### config.mk
export PLATFORM = sky130hd
export DESIGN_NAME = i2s_transmitter_flat
export DESIGN_NICKNAME = d
export VERILOG_FILES = /design/src/rtl/i2s_transmitter_if.sv /design/src/rtl/i2s_transmitter.sv /design/src/flat_wrapper.sv
export SDC_FILE = /design/constraint.sdc
export NUM_CORES = 1
export LEC_CHECK = 0
export ABC_CLOCK_PERIOD_IN_PS = 4300
export CAP_MARGIN = 20
export CORE_MARGIN = 1
export CORE_UTILIZATION = 58
export CTS_BUF_LIST = sky130_fd_sc_hd__clkbuf_16
export CTS_CLUSTER_SIZE = 25
export DETAILED_ROUTE_END_ITERATION = 8
export PLACE_DENSITY = 0.85
export SKIP_CTS_REPAIR_TIMING = 1
export SYNTH_ARGS = -nofsm -noshare
export SYNTH_HDL_FRONTEND = slang
export SYNTH_SLANG_ARGS = --single-unit
### constraint.sdc
create_clock -name clk -period 4.3 [get_ports clk]
set_clock_uncertainty 0.05 [all_clocks]
set_input_delay 0.43 -clock clk [delete_from_list [all_inputs] [get_ports clk]]
set_output_delay 0.43 -clock clk [all_outputs]
set_load 0.1 [all_outputs]
### src/rtl/i2s_transmitter_if.sv
// Sample stream between the voice mixer and the I2S transmitter.
// The mixer drives one signed L/R pair per frame; the transmitter answers with ready.
interface i2s_transmitter_if #(
  parameter int IN_WIDTH = 32
) ();

  logic signed [IN_WIDTH-1:0] sample_l;
  logic signed [IN_WIDTH-1:0] sample_r;
  logic                       sample_valid;
  logic                       sample_ready;

  modport master (
    output sample_l,
    output sample_r,
    output sample_valid,
    input  sample_ready
  );

  modport slave (
    input  sample_l,
    input  sample_r,
    input  sample_valid,
    output sample_ready
  );

endinterface

### src/rtl/i2s_transmitter.sv
// Philips I2S transmitter: takes one stereo pair per frame from a single-entry
// holding register, truncates each sample to WIDTH bits and shifts it out MSB
// first, one bclk after each lrclk edge. bclk/lrclk are derived from clk.
// A frame that starts with nothing pending is sent as zeros and flagged.
module i2s_transmitter #(
  parameter int IN_WIDTH  = 32,
  parameter int WIDTH     = 24,
  parameter int SLOT_BITS = 32,
  parameter int BCLK_DIV  = 4
) (
  input  logic              clk,
  input  logic              rst,
  i2s_transmitter_if.slave  smp,
  output logic              bclk,
  output logic              lrclk,
  output logic              sdata,
  output logic              frame_tick,
  output logic              underrun
);

  localparam int FRAME_BITS = 2 * SLOT_BITS;
  localparam int BW = (FRAME_BITS > 1) ? $clog2(FRAME_BITS) : 1;
  localparam int KW = (SLOT_BITS > 1) ? $clog2(SLOT_BITS) : 1;
  localparam int DW = (BCLK_DIV > 1) ? $clog2(BCLK_DIV) : 1;

  localparam logic [DW-1:0] DIV_LAST = DW'(BCLK_DIV - 1);
  localparam logic [BW-1:0] SLOT_B   = BW'(SLOT_BITS);
  localparam logic [BW-1:0] LAST_B   = BW'(FRAME_BITS - 1);

  logic [DW-1:0]    div_cnt;
  logic [BW-1:0]    bit_cnt;
  logic [BW-1:0]    bit_nxt;
  logic             div_end;
  logic             fe;
  logic             frame_load;

  logic             hold_full;
  logic [WIDTH-1:0] hold_l;
  logic [WIDTH-1:0] hold_r;
  logic [WIDTH-1:0] word_l;
  logic [WIDTH-1:0] word_r;

  logic             ch;
  logic [BW-1:0]    k_full;
  logic [KW-1:0]    k;
  logic [WIDTH-1:0] load_l;
  logic [WIDTH-1:0] load_r;
  logic [WIDTH-1:0] cur_word;
  logic [WIDTH-1:0] shifted;
  logic             sdata_nxt;

  // Input LSBs below the truncation point and the upper slot-offset bits are intentionally dropped.
  logic unused_bits;
  assign unused_bits = ^{smp.sample_l, smp.sample_r, k_full};

  assign smp.sample_ready = !hold_full;

  assign div_end = (div_cnt == DIV_LAST);
  assign fe      = div_end && bclk;

  // Next-bit selection: the bit driven after a falling edge belongs to the old counter position.
  always_comb begin
    bit_nxt    = (bit_cnt == LAST_B) ? '0 : bit_cnt + BW'(1);
    frame_load = fe && (bit_cnt == '0);
    ch         = (bit_cnt >= SLOT_B);
    k_full     = ch ? (bit_cnt - SLOT_B) : bit_cnt;
    k          = k_full[KW-1:0];
    load_l     = hold_full ? hold_l : '0;
    load_r     = hold_full ? hold_r : '0;
    // The left MSB leaves in the load cycle itself, so it must come from the incoming word.
    if (frame_load) begin
      cur_word = load_l;
    end else begin
      cur_word = ch ? word_r : word_l;
    end
    shifted   = cur_word << k;
    sdata_nxt = (int'(k) < WIDTH) ? shifted[WIDTH-1] : 1'b0;
  end

  // Bit clock divider: bclk toggles every BCLK_DIV clk cycles.
  always_ff @(posedge clk) begin
    if (rst) begin
      div_cnt <= '0;
      bclk    <= 1'b0;
    end else begin
      if (div_end) begin
        div_cnt <= '0;
        bclk    <= !bclk;
      end else begin
        div_cnt <= div_cnt + DW'(1);
      end
    end
  end

  // Single-entry holding register; a frame load that drains it blocks capture for that cycle.
  always_ff @(posedge clk) begin
    if (rst) begin
      hold_full <= 1'b0;
      hold_l    <= '0;
      hold_r    <= '0;
    end else if (frame_load && hold_full) begin
      hold_full <= 1'b0;
    end else if (smp.sample_valid && !hold_full) begin
      hold_full <= 1'b1;
      hold_l    <= smp.sample_l[IN_WIDTH-1 -: WIDTH];
      hold_r    <= smp.sample_r[IN_WIDTH-1 -: WIDTH];
    end
  end

  // Frame sequencing: bit counter, word select, serial data and frame status pulses.
  always_ff @(posedge clk) begin
    if (rst) begin
      bit_cnt    <= '0;
      lrclk      <= 1'b0;
      sdata      <= 1'b0;
      word_l     <= '0;
      word_r     <= '0;
      frame_tick <= 1'b0;
      underrun   <= 1'b0;
    end else begin
      frame_tick <= 1'b0;
      underrun   <= 1'b0;
      if (fe) begin
        bit_cnt <= bit_nxt;
        lrclk   <= (bit_nxt >= SLOT_B);
        sdata   <= sdata_nxt;
      end
      if (frame_load) begin
        word_l     <= load_l;
        word_r     <= load_r;
        frame_tick <= 1'b1;
        underrun   <= !hold_full;
      end
    end
  end

endmodule
### src/flat_wrapper.sv
// flat-port wrapper written by rule: the top's interface ports become plain ports
module i2s_transmitter_flat 
#(
  parameter int IN_WIDTH  = 32,
  parameter int WIDTH     = 24,
  parameter int SLOT_BITS = 32,
  parameter int BCLK_DIV  = 4
)
  (clk, rst, bclk, lrclk, sdata, frame_tick, underrun, smp_sample_l, smp_sample_r, smp_sample_valid, smp_sample_ready);
  i2s_transmitter_if #(.IN_WIDTH(IN_WIDTH)) smp_i ();
  input  logic clk;
  input  logic rst;
  output logic bclk;
  output logic lrclk;
  output logic sdata;
  output logic frame_tick;
  output logic underrun;
  input wire logic [$bits(smp_i.sample_l)-1:0] smp_sample_l;
  input wire logic [$bits(smp_i.sample_r)-1:0] smp_sample_r;
  input wire logic [$bits(smp_i.sample_valid)-1:0] smp_sample_valid;
  output wire logic [$bits(smp_i.sample_ready)-1:0] smp_sample_ready;
  assign smp_i.sample_l = smp_sample_l;
  assign smp_i.sample_r = smp_sample_r;
  assign smp_i.sample_valid = smp_sample_valid;
  assign smp_sample_ready = smp_i.sample_ready;
  i2s_transmitter #(.IN_WIDTH(IN_WIDTH), .WIDTH(WIDTH), .SLOT_BITS(SLOT_BITS), .BCLK_DIV(BCLK_DIV)) u_core (.clk(clk), .rst(rst), .smp(smp_i), .bclk(bclk), .lrclk(lrclk), .sdata(sdata), .frame_tick(frame_tick), .underrun(underrun));
endmodule
==> run metrics, run 1 <==
crit-path max cell delay=660 ps; DRC=0; gr ovfl total=0; share of cells above drive strength 1=7.07%; internal power=1530 µW; Clock transition at path regs=70 ps; vias in the first global route=3965; crit-path cells=buf_4, inv_1, ha_1, or4b_1, nor2_2, buf_4, nand3_1, a21oi_1; ys flop type=dfxtp_1; Min Hold Slack=379 ps; placer congestion estimate=0.884; Top delay family on crit path=simple AND/OR/NAND/NOR gates; Via Count=4185; core area=7810 µm²; die width=92.5 µm; Num CTS Buffers=9; Slowest-stage cell, CP=nor2_2; Final setup violation count=0; TritonCTS clock tree=yes; Post-synth top cells=nand2_1 (168), dfxtp_1 (110), a21oi_1 (105); Layout Nets=687; crit path buf inv count=3; Post-synth ARST share=0%; sw frac=25.1%; Yosys reg bits=110; status=completed; WS Path Type=reg -> reg; post-route ant nets=0; Max Cap Viol=0; full die area=8560 µm²; DR pass1 iterations=5; FMAX=319 MHz; Cell variety after synth=45; drt via density=5.78; cell accounting for the most synthesized area=dfxtp_1; combinational power share=8.3%; IO Pins=73; final hold vios=0; worst-skew pair later-pin latency=350 ps; Synth Cell Area=4750 µm²; worst rel slew slack=26.9%; Max VDD drop=0.271 mV; DR iter-0 viols=290; PwrDens=366 nW/µm²; Most common cell on crit path=buf_4; Period Utilization, post-route=72.9%; Pleak=0.00185 µW; Clock Sinks=110; crit path DAT=3350 ps; antenna cells=0; Initial Utilization=60.9%; Seq pwr share=52.5%; Area contributors post-synth=dfxtp_1 (46%), nand2_1 (13%), a21oi_1 (11%); slew of the pin with the lowest slew margin=1100 ps; syn nets=660; largest net degree at the start of global routing=112; worst-path maximum fanout=29; CTS max path bufs=2; Die Height=92.5 µm; RSZ-0062 raised after global routing=false; number of enable flip-flop cells after synthesis=0; CTS H-tree lvls=3; area growth from synthesis to final layout=17.3%; first-pass GRT wire length=18.6 mm; Slew Viols, Final=0; Clk pwr share=39.2%; crit start category=flip-flop; Sum Neg Setup Slack=0 ps; post-synthesis sequential area ratio=46.3%; PortBufs=56; yosys warns=0; Mean Syn Cell Area=8.05 µm²; Req. time, crit path=4510 ps; most frequent cell after synthesis=nand2_1; routed len/inst=15.3 µm; crit end category=flip-flop; Min Clock Period, post-route=3140 ps; Rows=32; Total Wirelength=11.1 mm; Psw=513 µW; Mapped Cells=590; initial antenna violation count=0; hold crit path type=reg -> reg; CTS root buf=clkbuf_16; Yosys top cell area share=46.3%; hpwl dp=7.53 mm; gr usage total=27.6%
[metrics by stage]
step	setup WS (ps)	area (µm²)	utilization, %	instances	total power [µW]
global route	909	5580	71.4	724	2120
CTS	1180	5580	71.4	724	2050
global placement	1300	5280	67.7	708	1260
floorplan	1830	4750	-	590	1190
detailed placement	1250	5280	67.7	708	1270
finish	1160	5580	71.4	724	2040
[sequential cells by signal, indices dropped and copies added (netlist names)]
| register | count |
|---|---|
| u_core.bclk | 1 |
| u_core.bit_cnt | 6 |
| u_core.lrclk | 1 |
| u_core.sdata | 1 |
| u_core.hold_r | 24 |
| u_core.hold_l | 24 |
| u_core.hold_full | 1 |
| u_core.underrun | 1 |
| u_core.div_cnt | 2 |
| u_core.frame_tick | 1 |
| u_core.word_r | 24 |
| u_core.word_l | 24 |
[final timing paths]
kind / from / cells past startpoint / to / slack [ps]
worst max-delay path: u_core.bit_cnt[0]$_SDFFE_PP0P_ / 8 / u_core.word_l[2]$_SDFFE_PP0P_ / 1160
worst min-delay path: u_core.div_cnt[0]$_SDFF_PP0_ / 1 / u_core.div_cnt[0]$_SDFF_PP0_ / 380
worst max register to register: u_core.bit_cnt[0]$_SDFFE_PP0P_ / 8 / u_core.word_l[2]$_SDFFE_PP0P_ / 1160
worst min register to register: u_core.div_cnt[0]$_SDFF_PP0_ / 1 / u_core.div_cnt[0]$_SDFF_PP0_ / 380
[kinds of logic (layout without fill, tap and decap cells)]
| kind of cell | Yosys count | in the layout | share of synthesized area, % |
|---|---|---|---|
| multiplexers | 27 | 27 | 8.11 |
| adder cells (fa/ha/maj) | 3 | 3 | 0.790 |
| AND/OR/NAND/NOR | 264 | 264 | 24.0 |
| flip-flops | 110 | 110 | 46.3 |
| AO/OA/AOI/OAI | 129 | 129 | 14.9 |
| buffers and inverters | 54 | 86 | 5.34 |
| XOR/XNOR | 3 | 3 | 0.553 |
[layout by cell type, fill, tap and decap left out, types with 2 or more instances in the layout]
cell type and instances:
nand2_1 168, dfxtp_1 109, a21oi_1 105, clkdlybuf4s50_1 55, nand3_1 50, nor2_1 19, mux2i_1 16, buf_4 11
mux4_2 9, clkbuf_16 9, nor3_1 7, o21ai_0 5, inv_1 4, a31oi_1 4, nand2b_1 3, o211ai_1 3
ha_1 3, nand4_1 2, xor2_1 2, and3_1 2, o311ai_0 2, a2111oi_0 2, a211oi_1 2, mux2_2 2
inv_8 2
[worst reg2reg max path, stage by stage, from the launching register on]
cell	delay [ps]
dfxtp_1	300
buf_4	190
inv_1	220
ha_1	210
or4b_1	610
nor2_2	660
buf_4	430
nand3_1	160
a21oi_1	210
[final cells by class]
type,count,area (µm²)
Multi-Input combinational cell,426,2300
Fill cell,622,2230
Sequential cell,110,2200
Timing Repair Buffer,66,633
Clock buffer,9,225
Tap cell,102,128
Clock inverter,7,67.6
Inverter,4,15.0
[power by group through the flow]
stage	Clock (µW)	Sequential [µW]	Combinational, µW
2_1_floorplan	0	1090	96.5
3_3_place_gp	0	1090	165
3_5_place_dp	0	1100	170
4_1_cts	811	1070	171
5_1_grt	854	1080	190
6_report	800	1070	170
[layer usage]
metal	vias up	routed length, µm	GRT usage [%]
li1	2070	-	-
met5	-	0	0
met4	0	358	11.6
met2	112	5730	46.8
met1	1979	4530	33.9
met3	24	456	5.75
(Power assumes the default switching activity.)
==> run 2, diff against run 1 <==
Settings changed: ABC_CLOCK_PERIOD_IN_PS 4300 to 3080, CORE_UTILIZATION 58 to 54, PLACE_DENSITY 0.85 to 0.8.
Clock period 4.3 ns to 3.08 ns, I/O delays scaled along.
==> run 2 against run 1 <==
Against the previous run: design area is 1.2% higher; die area is 7.3% higher; via count is 1.2% higher; critical path depth is 6 lower; worst hold slack worse by 1.8 ps; combinational power is 34% higher; register-to-register slack worse by 390 ps; utilization is 4.1 points lower; sequential share of layout area is 0.48 points lower; flip-flop and latch count stayed put; setup slack worse by 410 ps; global-route usage is 0.66 points lower.
==> run metrics, run 2 (synthesized netlist as in run 1, its figures left out) <==
Slew Viols, Final=0 (unchanged); FF-to-FF setup slack=770 ps (-390 ps); share of cells above drive strength 1=9.19% (+2.1 points); Rows=33 (+3.1%); Num CTS Buffers=9 (unchanged); DR iter-0 viols=223 (-23%); Final setup violation count=0 (unchanged); crit path DAT=1960 ps (-1390 ps); Clock Sinks=110 (unchanged); Min Clock Period, post-route=2320 ps; crit-path max cell delay=930 ps (+270 ps); FF-to-FF Start=u_core.div_cnt[0]$_SDFF_PP0_; Total Wirelength=11.5 mm (+3.9%); FMAX=431 MHz; met3 WL=421 µm (-7.7%); Sum Neg Setup Slack=0 ps (unchanged); M1 wire length=5.18 mm (+14%); Pleak=0.00191 µW (+3.0%); crit path buf inv count=2 (-1); WL met2=5.58 mm (-2.5%); CTS H-tree lvls=3 (unchanged); Placed Area=5340 µm² (+1.2%); CTS root buf=clkbuf_16; reg2reg end=u_core.sdata$_SDFFE_PP0P_; design area=5640 µm² (+1.2%); Via Count=4234 (+1.2%); commonest non-fill, non-tap cell in the layout=nand2_1; Hold EP=u_core.div_cnt[0]$_SDFF_PP0_; PwrDens=511 nW/µm² (+39%); Multi-input gate area=2300 µm² (unchanged); PortBufs=56 (unchanged); hold crit path type=reg -> reg; Top delay family on crit path=flip-flops; status=completed; worst-skew pair later-pin latency=350 ps (about the same); hpwl dp=7.91 mm (+5.0%); dpl cells=720 (+1.7%); Max VDD drop=0.331 mV (+22%); vias in the first global route=4044 (+2.0%); Hold Crit Depth=1 (unchanged); Slowest-stage cell, CP=dfxtp_2; gr usage total=26.9% (-0.66 points); slew of the pin with the lowest slew margin=959 ps (-137 ps); initial antenna violation count=0 (unchanged); routed len/inst=15.6 µm (+2.2%); DR pass1 iterations=4 (-1); RSZ-0062 raised after global routing=false; worst rel slew slack=35.9% (+8.9 points); core area=8380 µm² (+7.4%); Max Used Layer=met4; first-pass GRT wire length=19.1 mm (+2.8%); Period Utilization, post-route=75.4%; most frequent cells in the layout=nand2_1 (168), dfxtp_1 (109), a21oi_1 (105); post-route ant nets=0 (unchanged); worst-case reg-to-reg path depth=8 (unchanged); crit start category=flip-flop; largest net degree at the start of global routing=86 (-23%); WP depth=2 (-6); min-delay src=u_core.div_cnt[0]$_SDFF_PP0_; WS Path Type=reg -> out; antenna cells=0 (unchanged); worst-path maximum fanout=47 (+62%); Layout Nets=696 (+1.3%); die width=95.8 µm (+3.6%); IO Pins=73 (unchanged); area growth from synthesis to final layout=18.8%; DRC=0 (unchanged); placer congestion estimate=0.930 (+5.3%); crit end category=output port; Req. time, crit path=2720 ps (-1790 ps); Max Cap Viol=0 (unchanged); Post-Layout Cell Count=736 (+1.7%); fillers=699 (+12%); crit-path cells=inv_1, buf_4; total power=2880 µW (+41%); gr ovfl total=0 (unchanged); Clock transition at path regs=80 ps (about the same); register area=2200 µm² (unchanged); full die area=9180 µm² (+7.3%); Initial Utilization=56.7% (-4.2 points); drt via density=5.75 (-0.48%); final hold vios=0 (unchanged); CTS max path bufs=2 (unchanged); Die Height=95.8 µm (+3.6%); TritonCTS clock tree=yes
==> run 2: changes by cell type in the layout (fill, tap and decap cells not counted), sizes merged <==
cell and change:
clkdlybuf4s50 -4, clkinvlp -1, clkinv +1, buf +13
==> run 2: worst max path at each step <==
stage	slack [ps]	from	to
after floorplan	610	u_core.bclk$_SDFFE_PP0N_	u_core.sdata$_SDFFE_PP0P_
after global placement	790	u_core.div_cnt[0]$_SDFF_PP0_	u_core.sdata$_SDFFE_PP0P_
after detailed placement	790	u_core.div_cnt[0]$_SDFF_PP0_	u_core.sdata$_SDFFE_PP0P_
after CTS	770	u_core.div_cnt[0]$_SDFF_PP0_	u_core.sdata$_SDFFE_PP0P_
after global routing	600	u_core.div_cnt[0]$_SDFF_PP0_	u_core.sdata$_SDFFE_PP0P_
final	760	u_core.hold_full$_SDFFE_PP0P_	smp_sample_ready
==> run 2: stage by stage <==
stage	hold WS, ps	setup WS (ps)	utilization (%)
floorplan	354	608	-
global placement	363	795	63.8
detailed placement	369	793	63.8
CTS	380	767	67.3
global route	414	597	67.3
finish	377	758	67.3
==> run 2: layout make-up <==
type                       instances  share of cell area, %
sequential                       110                   39.0
clock inverter                     7                   1.33
inverter                           4                  0.266
multi-input combinational        426                   40.8
clock buffer                       9                   3.99
tap                              105                   2.33
timing repair buffer              75                   12.2
==> run 2: power breakdown <==
part,internal [µW],total [µW],switching [µW]
sequential,1470,1510,45.0
clock,575,1140,568
combinational,104,228,124
==> run 2: metal layers <==
layer  up-vias  track usage [%]
met5         -                0
met4         0             8.96
met3        26             5.92
met2       101             46.0
met1      2022             33.6
li1       2085                -
==> run 3, diff against run 2 <==
Settings changed: ABC_CLOCK_PERIOD_IN_PS 3080 to 2000, CORE_UTILIZATION 54 to 48, PLACE_DENSITY 0.8 to 0.75.
Clock period 3.08 ns to 2 ns, I/O delays scaled along.
==> run 3 against run 2 <==
Against the previous run: first-iteration DRC count is 7.6% lower; via count up 1.3%; design area grew 6.0%; die area grew 12%; utilization is 3.8 points lower.
==> run metrics, run 3 (synthesized netlist as in run 1, its figures left out) <==
status=completed; Req. time, crit path=2230 ps (-490 ps); RSZ-0062 raised after global routing=true; Max VDD drop=0.633 mV (+91%); vias in the first global route=4164 (+3.0%); Clock Sinks=110 (unchanged); share of cells above drive strength 1=15.2% (+6.0 points); Clock transition at path regs=70 ps (about the same); Rows=35 (+6.1%); Setup crit start=u_core.bit_cnt[0]$_SDFFE_PP0P_; Num CTS Buffers=9 (unchanged); TritonCTS clock tree=yes; PortBufs=56 (unchanged); Min Hold Slack=266 ps (-111 ps); IO Pins=73 (unchanged); PwrDens=762 nW/µm² (+49%); FMAX=501 MHz; total power=4560 µW (+58%); hold crit path type=in -> reg; placer congestion estimate=0.891 (-4.2%); Initial Utilization=50.5% (-6.2 points); Slew Viols, Final=0 (unchanged); Via Count=4288 (+1.3%); most frequent cells in the layout=nand2_1 (168), a21oi_1 (105), dfxtp_1 (105); internal power=3440 µW (+60%); post-route ant nets=0 (unchanged); antenna cells=0 (unchanged); FF-to-FF Start=u_core.bit_cnt[0]$_SDFFE_PP0P_; Psw=1120 µW (+52%); Final setup violation count=0 (unchanged); Util after Layout=63.5% (-3.8 points); largest net degree at the start of global routing=55 (-36%); full die area=10300 µm² (+12%); CTS root buf=clkbuf_16; crit end category=flip-flop; first-pass GRT wire length=19.8 mm (+3.7%); Clk pwr share=40.5% (+0.8 points); reg2reg end=u_core.sdata$_SDFFE_PP0P_; DRC=0 (unchanged); crit start category=flip-flop; Layout Nets=717 (+3.0%); die width=102 µm (+5.9%); DR iter-0 viols=206 (-7.6%); Pleak=0.00204 µW (+6.8%); WS Path Type=reg -> reg; Seq pwr share=50.8% (-1.6 points); Post-Layout Cell Count=781 (+6.1%); worst rel slew slack=62.4% (+27 points); worst-path maximum fanout=8 (-83%); combinational power share=8.7% (+0.8 points); slew of the pin with the lowest slew margin=564 ps (-395 ps); CTS H-tree lvls=3 (unchanged); design area=5980 µm² (+6.0%); core area=9420 µm² (+12%); gr usage total=24.6% (-2.3 points); sw frac=24.5% (-1.1 points); final hold vios=0 (unchanged); Min Clock Period, post-route=1990 ps; Period Utilization, post-route=99.7%; Total Wirelength=11.8 mm (+2.7%); initial antenna violation count=0 (unchanged); Die Height=102 µm (+5.9%); crit path DAT=2220 ps (+260 ps); drt via density=5.49 (-4.6%); worst-case reg-to-reg path depth=8 (unchanged); area growth from synthesis to final layout=25.9%; commonest non-fill, non-tap cell in the layout=nand2_1; CTS max path bufs=2 (unchanged); DR pass1 iterations=4 (unchanged); Max Cap Viol=0 (unchanged); Critical Path End=u_core.sdata$_SDFFE_PP0P_; worst-skew pair later-pin latency=350 ps (about the same); FF-to-FF setup slack=5 ps (-760 ps); routed len/inst=15.1 µm (-3.2%); Placed Area=5580 µm² (+4.4%); dpl cells=761 (+5.7%); gr ovfl total=0 (unchanged); hpwl dp=8.39 mm (+6.1%)
run 3: cell types whose count changed in the layout (fill, tap and decap cells not counted), sizes merged:
| cell | before | now |
|---|---|---|
| clkinv | 4 | 1 |
| clkinvlp | 0 | 2 |
| bufinv | 0 | 1 |
| clkdlybuf4s50 | 51 | 49 |
| nand2 | 169 | 170 |
| buf | 24 | 46 |
run 3: power groups by stage:
| stage | logic, µW | clock network (µW) | registers [µW] |
|---|---|---|---|
| after global placement | 374 | 0 | 2360 |
| after floorplan | 212 | 0 | 2350 |
| after global routing | 440 | 1970 | 2320 |
| after detailed placement | 384 | 0 | 2370 |
| final | 395 | 1850 | 2310 |
| after CTS | 385 | 1870 | 2310 |
run 3: worst min-delay path by stage:
stage / end / depth (start not counted) / from / slack (ps)
2_1_floorplan: u_core.hold_l[0]$_SDFFE_PP0P_ / 2 / smp_sample_l[8] / 290
3_3_place_gp: u_core.div_cnt[0]$_SDFF_PP0_ / 1 / u_core.div_cnt[0]$_SDFF_PP0_ / 360
3_5_place_dp: u_core.div_cnt[0]$_SDFF_PP0_ / 1 / u_core.div_cnt[0]$_SDFF_PP0_ / 380
4_1_cts: u_core.frame_tick$_SDFF_PP0_ / 2 / rst / 280
5_1_grt: u_core.frame_tick$_SDFF_PP0_ / 2 / rst / 300
6_report: u_core.bclk$_SDFFE_PP0N_ / 2 / rst / 270
run 3: metrics by stage:
stage / setup WS [ps] / TNS (ps)
finish: 5.39 / 0
detailed placement: -33.4 / -127
global route: -107 / -107
global placement: -12.8 / -12.8
CTS: -60.2 / -75.0
floorplan: -69.2 / -199
run 3: area by class of cell:
cell class / instances / area, µm²
clock buffer: 9 / 225
multi-input combinational: 427 / 2380
tap: 129 / 161
fill: 820 / 3430
clock inverter: 7 / 88.8
sequential: 110 / 2210
timing repair buffer: 95 / 888
inverter: 4 / 23.8
run 3: layer usage:
metal  part of all wire [%]  up-vias  global-route usage, %
li1                       -     2136                      -
met1                     43     2051                   30.9
met2                     51       86                   43.1
met3                    3.8       15                   4.14
met4                    1.4        0                   7.36
met5                      0        -                      0
run 3: worst max-delay path: stages, from the launching register on:
cell	delay [ps]
dfxtp_2	340
inv_4	60
ha_4	130
nor4b_4	310
nand2_4	170
mux4_2	330
a311oi_2	280
o31ai_2	140
o22ai_2	130
